`src/rtl/ysyx_22050019_wbu_pkg.sv`:
```
// Shared types and constants for the write-back unit and its LSU pending queue.
package ysyx_22050019_wbu_pkg;

   localparam int XLEN   = 64;  // datapath width
   localparam int NREG   = 32;  // architectural registers, x0 hardwired zero
   localparam int REG_W  = 5;   // register index width
   localparam int QDEPTH = 2;   // LSU write-pending queue depth (power of 2)
   localparam int NQUERY = 2;   // decode read ports searched for forwarding

   // One pending register write.
   typedef struct packed {
      logic [REG_W-1:0] waddr;
      logic [XLEN-1:0]  wdata;
   } wb_entry_t;

endpackage

```
`src/rtl/ysyx_22050019_wb_queue.sv`:
```
// Collapsing FIFO for LSU writes that lost commit arbitration to the EXU.
// Slot 0 is always the oldest entry and valid bits stay thermometer-coded, so
// killed entries are squeezed out immediately and never stall the commit port.
module ysyx_22050019_wb_queue
   import ysyx_22050019_wbu_pkg::*;
(
   input  logic                              clk,
   input  logic                              rst_n,
   input  logic                              flush,
   input  logic                              push,
   input  wb_entry_t                         push_entry,
   input  logic                              pop,
   input  logic                              kill_en,
   input  logic [REG_W-1:0]                  kill_addr,
   output logic                              empty,
   output logic                              full,
   output wb_entry_t                         head,
   input  logic [NQUERY-1:0][REG_W-1:0]      search_addr,
   output logic [NQUERY-1:0]                 search_hit,
   output logic [NQUERY-1:0][XLEN-1:0]       search_data
);

   localparam int PTR_W = $clog2(QDEPTH);
   localparam int CNT_W = $clog2(QDEPTH + 1);

   logic [QDEPTH-1:0]            valid, valid_nxt;
   wb_entry_t [QDEPTH-1:0]       entries, entries_nxt;
   logic [CNT_W-1:0]             fill;

   assign empty = !valid[0];
   assign full  = valid[QDEPTH-1];
   assign head  = entries[0];

   // Next queue image: drop the popped head and killed entries, compact, then append.
   always_comb begin
      // NOTE: every comb output gets a default first so no path can infer a latch.
      valid_nxt   = '0;
      entries_nxt = entries;
      fill        = '0;
      for (int i = 0; i < QDEPTH; i++) begin
         if (valid[i] && !(pop && i == 0) &&
             !(kill_en && entries[i].waddr == kill_addr)) begin
            valid_nxt[fill[PTR_W-1:0]]   = 1'b1;
            entries_nxt[fill[PTR_W-1:0]] = entries[i];
            fill                         = fill + CNT_W'(1);
         end
      end
      if (push && fill < CNT_W'(QDEPTH)) begin
         valid_nxt[fill[PTR_W-1:0]]   = 1'b1;
         entries_nxt[fill[PTR_W-1:0]] = push_entry;
      end
   end

   // Queue state register; flush empties the queue but payload may stay stale.
   always_ff @(posedge clk or negedge rst_n) begin
      if (!rst_n) begin
         valid   <= '0;
         // NOTE: the payload array is reset as well; it is tiny and this keeps X
         // out of the forwarding muxes even though valid already masks it.
         entries <= '0;
      end else if (flush) begin
         valid   <= '0;
      end else begin
         // NOTE: state registers use non-blocking assignments so every flop
         // samples the pre-edge values regardless of statement order.
         valid   <= valid_nxt;
         entries <= entries_nxt;
      end
   end

   // Forwarding search: walk oldest to youngest so the youngest match wins.
   always_comb begin
      search_hit  = '0;
      search_data = '0;
      for (int q = 0; q < NQUERY; q++) begin
         for (int i = 0; i < QDEPTH; i++) begin
            if (valid[i] && entries[i].waddr == search_addr[q]) begin
               search_hit[q]  = 1'b1;
               search_data[q] = entries[i].wdata;
            end
         end
      end
   end

endmodule

```
`src/rtl/ysyx_22050019_wbu.sv`:
```
// Write-back unit: merges EXU and LSU writes into one registered regfile port,
// tracks long-latency destinations in a scoreboard, and answers decode RAW queries.
module ysyx_22050019_wbu
   import ysyx_22050019_wbu_pkg::*;
(
   input  logic             clk,
   input  logic             rst_n,
   input  logic             flush,
   input  logic             issue_long,
   input  logic [REG_W-1:0] issue_waddr,
   input  logic             exu_wen,
   input  logic [REG_W-1:0] exu_waddr,
   input  logic [XLEN-1:0]  exu_wdata,
   input  logic             lsu_wen,
   input  logic [REG_W-1:0] lsu_waddr,
   input  logic [XLEN-1:0]  lsu_wdata,
   output logic             lsu_ready,
   input  logic [REG_W-1:0] rs1_addr,
   input  logic [REG_W-1:0] rs2_addr,
   output logic             raw_stall,
   output logic             fwd1_hit,
   output logic [XLEN-1:0]  fwd1_data,
   output logic             fwd2_hit,
   output logic [XLEN-1:0]  fwd2_data,
   output logic             rf_wen,
   output logic [REG_W-1:0] rf_waddr,
   output logic [XLEN-1:0]  rf_wdata
);

   logic                         exu_ok;
   logic                         lsu_acc;
   logic                         lsu_kill;
   logic                         q_empty;
   logic                         q_full;
   logic                         q_pop;
   logic                         q_push;
   wb_entry_t                    q_head;
   logic [NQUERY-1:0][REG_W-1:0] rs_addr;
   logic [NQUERY-1:0]            q_hit;
   logic [NQUERY-1:0][XLEN-1:0]  q_data;
   logic [NQUERY-1:0]            fwd_hit;
   logic [NQUERY-1:0][XLEN-1:0]  fwd_data;
   logic [NREG-1:0]              busy;
   logic [NREG-1:0]              busy_nxt;

   // Readiness depends only on occupancy, never on a same-cycle pop.
   assign lsu_ready = !q_full;

   // Writes to x0 and anything presented during flush are ignored.
   assign exu_ok   = exu_wen && (exu_waddr != '0) && !flush;
   assign lsu_acc  = lsu_wen && lsu_ready && (lsu_waddr != '0) && !flush;
   // An older load to the register the EXU is writing now must never land.
   assign lsu_kill = exu_ok && (lsu_waddr == exu_waddr);

   assign q_pop  = !flush && !exu_ok && !q_empty;
   assign q_push = lsu_acc && !lsu_kill && (exu_ok || !q_empty);

   ysyx_22050019_wb_queue u_queue (
      .clk         (clk),
      .rst_n       (rst_n),
      .flush       (flush),
      .push        (q_push),
      .push_entry  ('{waddr: lsu_waddr, wdata: lsu_wdata}),
      .pop         (q_pop),
      .kill_en     (exu_ok),
      .kill_addr   (exu_waddr),
      .empty       (q_empty),
      .full        (q_full),
      .head        (q_head),
      .search_addr (rs_addr),
      .search_hit  (q_hit),
      .search_data (q_data)
   );

   // Commit arbiter: EXU first, then queued loads, then a bypassing load.
   always_ff @(posedge clk or negedge rst_n) begin
      if (!rst_n) begin
         rf_wen   <= 1'b0;
         rf_waddr <= '0;
         rf_wdata <= '0;
      end else if (exu_ok) begin
         rf_wen   <= 1'b1;
         rf_waddr <= exu_waddr;
         rf_wdata <= exu_wdata;
      end else if (q_pop) begin
         rf_wen   <= 1'b1;
         rf_waddr <= q_head.waddr;
         rf_wdata <= q_head.wdata;
      end else if (lsu_acc) begin
         rf_wen   <= 1'b1;
         rf_waddr <= lsu_waddr;
         rf_wdata <= lsu_wdata;
      end else begin
         rf_wen   <= 1'b0;
      end
   end

   // Scoreboard update: completion clears, a new long op sets and wins, flush wipes.
   always_comb begin
      busy_nxt = busy;
      if (exu_ok) begin
         busy_nxt[exu_waddr] = 1'b0;
      end
      if (issue_long && issue_waddr != '0) begin
         busy_nxt[issue_waddr] = 1'b1;
      end
      if (flush) begin
         busy_nxt = '0;
      end
   end

   // Scoreboard register.
   always_ff @(posedge clk or negedge rst_n) begin
      if (!rst_n) begin
         busy <= '0;
      end else begin
         busy <= busy_nxt;
      end
   end

   assign raw_stall = ((rs1_addr != '0) && busy[rs1_addr]) ||
                      ((rs2_addr != '0) && busy[rs2_addr]);

   assign rs_addr = {rs2_addr, rs1_addr};

   // Forward muxes, youngest producer first; x0 never forwards.
   always_comb begin
      fwd_hit  = '0;
      fwd_data = '0;
      for (int q = 0; q < NQUERY; q++) begin
         if (rs_addr[q] != '0) begin
            if (exu_ok && exu_waddr == rs_addr[q]) begin
               fwd_hit[q]  = 1'b1;
               fwd_data[q] = exu_wdata;
            end else if (lsu_acc && lsu_waddr == rs_addr[q]) begin
               fwd_hit[q]  = 1'b1;
               fwd_data[q] = lsu_wdata;
            end else if (q_hit[q]) begin
               fwd_hit[q]  = 1'b1;
               fwd_data[q] = q_data[q];
            end else if (rf_wen && rf_waddr == rs_addr[q]) begin
               fwd_hit[q]  = 1'b1;
               fwd_data[q] = rf_wdata;
            end
         end
      end
   end

   assign fwd1_hit  = fwd_hit[0];
   assign fwd1_data = fwd_data[0];
   assign fwd2_hit  = fwd_hit[1];
   assign fwd2_data = fwd_data[1];

endmodule
```
`config.mk`:
```
export PLATFORM = sky130hd
export DESIGN_NAME = ysyx_22050019_wbu
export DESIGN_NICKNAME = d
export VERILOG_FILES = /design/src/rtl/ysyx_22050019_wbu_pkg.sv /design/src/rtl/ysyx_22050019_wb_queue.sv /design/src/rtl/ysyx_22050019_wbu.sv
export SDC_FILE = /design/constraint.sdc
export NUM_CORES = 1
export LEC_CHECK = 0
export CAP_MARGIN = 5
export CORE_ASPECT_RATIO = 1.5
export CORE_MARGIN = 2
export CORE_UTILIZATION = 35
export DETAILED_ROUTE_END_ITERATION = 6
export HOLD_SLACK_MARGIN = 0.15
export SYNTH_ARGS = -nofsm -noshare
export SYNTH_HDL_FRONTEND = slang
export SYNTH_SLANG_ARGS = --single-unit
```
`constraint.sdc`:
```
create_clock -name clk -period 11.28 [get_ports clk]
set_clock_uncertainty 0.15 [all_clocks]
set_input_delay 2.82 -clock clk [delete_from_list [all_inputs] [get_ports clk]]
set_output_delay 2.82 -clock clk [all_outputs]
set_load 0.05 [all_outputs]
```
==> flow_summary.ini <==
[run_status]
status = completed

[global_route]
grt_max_degree = 104
grtUsageTotal = 0.286
grt_pass1_vias = 17700
grt_overflow = 0
antenna_found_initial = 6
grt_pass1_wl_um = 110000

[floorplanning]
die_w_um = 182
fp.dieArea_um2 = 49200
die_h_um = 271
num_rows = 97
core_area_um2 = 46700
start_util = 0.355
pin_count = 361

[sta]
clock.fmax_ghz = 0.101
drv_slew = 0
rsz0062_at_grt = false
post-route-min-period_ns = 9.90
final.setup.tns_ns = 0
hold_viol_final = 0
fin_crit_sh = 0.877
worst_pin_slew_ns = 1.36
timing.slew.headroom = 0.0897
setup_viol = 0
hold_ws_ns = 0.381

[worst_setup_path]
crit_slowest_cell = nand2b_2
path_class = primary input to primary output
crit_fanout = 32
cp_data_arrival_time_ns = 6.93
slowest_delay_ns = 0.83
start_kind = primary input
critical_path_required_ns = 8.31
crit_buf_inv = 3
cp_common_cell = or4_1
crit_path_end_kind = primary output
crit_chain = clkdlybuf4s50_1 -> or4_1 -> o211ai_1 -> or4_1 -> nand2b_2 -> buf_4 -> o221ai_1 -> a21oi_1 -> buf_12
crit_family = simple AND/OR/NAND/NOR gates

[synth]
synth-async-reset-ratio = 1.00
ys_types = 59
synth_seq_cells = 242
netlist_instances = 1761
yosysWarningCount = 0
yosysSeqAreaShare = 0.365
synth_flop_cell = dfrtp_1
syn-cell-area_um2 = 16600
synth_edf_count = 0
avgSynthCellArea_um2 = 9.43
syn_nets = 1922

[clock_tree]
cts_setup_buffers = 0
root_buffer = clkbuf_16
clk_latency_ns = 0.56
cts.sinks = 242
cts_tree = done
htree_levels = 1
path_clk_slew_ns = 0.06
cts-resized-gates = 0
holdBufCountCts = 0
clk_path_buf_depth = 3
cts_buffers = 27

[pwr]
leakage_nw = 9.45
power.density_nw_per_um2 = 121
power_mw = 2.75
peakVddDrop_uv = 120

[routing]
wl_per_cell_um = 28.1
antenna_left = 0
vias_per_cell = 6.75
route.detailed.drc = 0
wirelength_um = 73100
vias = 17500
drt_iter0_drc = 1681
drtPass1Iterations = 5

[finish]
area_delta_synth_final_pct = 36.6
nets = 2138
drive_gt1_frac = 0.189
final_common_cell = dfrtp_1
final_cell_mix = dfrtp_1, a21oi_1, clkdlybuf4s50_1
num-fill-cells = 4323
layout.cells.non_filler = 2597

[worst_hold_path]
hold_path.class = flop to flop

[run]
maxCapViolCount = 0

[placed_design]
place_inst = 2542
place_congestion = 0.901
port_buffers = 360
dp_hpwl_um = 47000
-- kinds of logic (layout without fill, tap and decap cells) --
family                   after synthesis  count (layout)  synth area share
multiplexers                         161             161             0.115
other                                  0               6                 0
buffers and inverters                219             455            0.0552
XOR/XNOR                              65              65            0.0343
adder cells (fa/ha/maj)                2               2           0.00151
flip-flops                           242             242             0.365
AND/OR/NAND/NOR                      261             261            0.0722
AO/OA/AOI/OAI                        811             811             0.358
-- routing by layer --
| metal | up-vias | GRT usage | share of wire |
|---|---|---|---|
| met5 | - | 0 | 0 |
| met4 | 0 | 0.170 | 0.060 |
| met3 | 268 | 0.0302 | 0.064 |
| met2 | 1014 | 0.509 | 0.52 |
| met1 | 8836 | 0.328 | 0.36 |
| li1 | 7400 | - | - |
-- through the flow --
step / setup WS (ns) / area [µm²] / util
6_report: 1.38 / 22700 / 0.485
5_1_grt: 1.28 / 22700 / 0.485
3_3_place_gp: 1.50 / 21800 / 0.466
4_1_cts: 1.43 / 22700 / 0.485
3_5_place_dp: 1.43 / 21800 / 0.466
2_1_floorplan: 2.67 / 16600 / -
-- final timing paths --
check	slack (ns)	cells past startpoint	endpoint	startpoint
max	1.38	9	fwd2_data[20]	lsu_waddr[1]
min	0.38	1	busy[0]	busy[0]
max reg2reg	7.36	11	u_queue.head[51]	u_queue.entries[135]
min reg2reg	0.38	1	busy[0]	busy[0]
max in group asynchronous	6.92	3	u_queue.entries[101]	rst_n
min in group asynchronous	2.02	1	busy[6]	rst_n
-- area by class of cell --
cell class | instances | area, µm² | share of cell area
multi-input cells | 1300 | 9750 | 0.430
clock inverters | 10 | 119 | 0.00524
well taps | 594 | 743 | 0.0328
clock buffers | 39 | 781 | 0.0344
repair buffers | 398 | 5180 | 0.229
flip-flops and latches | 242 | 6060 | 0.267
diodes | 6 | 15.0 | 0.000662
inverters | 8 | 30.0 | 0.00132
-- synth_stat cells, types with 59 or more instances --
master	n	share of area
dfrtp_1	242	0.36
a21oi_1	230	0.069
nand2_1	164	0.037
clkbuf_1	148	0.033
a221oi_1	127	0.067
o221ai_1	127	0.067
o21ai_0	99	0.030
mux2i_1	73	0.044
a21o_1	69	0.031
o22a_1	68	0.036
mux2_2	62	0.042
o221a_2	59	0.040
-- flip-flops by register name, summed over array words and instances, names as in the netlist --
register / count
u_queue.valid: 2
busy: 32
rf_wdata: 64
u_queue.entries: 69
u_queue.head: 69
rf_wen: 1
rf_waddr: 5
-- where the power goes --
group / total (mW) / internal (mW) / leakage [nW] / switching, mW
clock: 0.921 / 0.527 / 0.432 / 0.394
combinational: 0.775 / 0.312 / 5.81 / 0.463
sequential: 1.06 / 0.946 / 3.21 / 0.109
No activity file was read; power rests on OpenSTA's default activity.
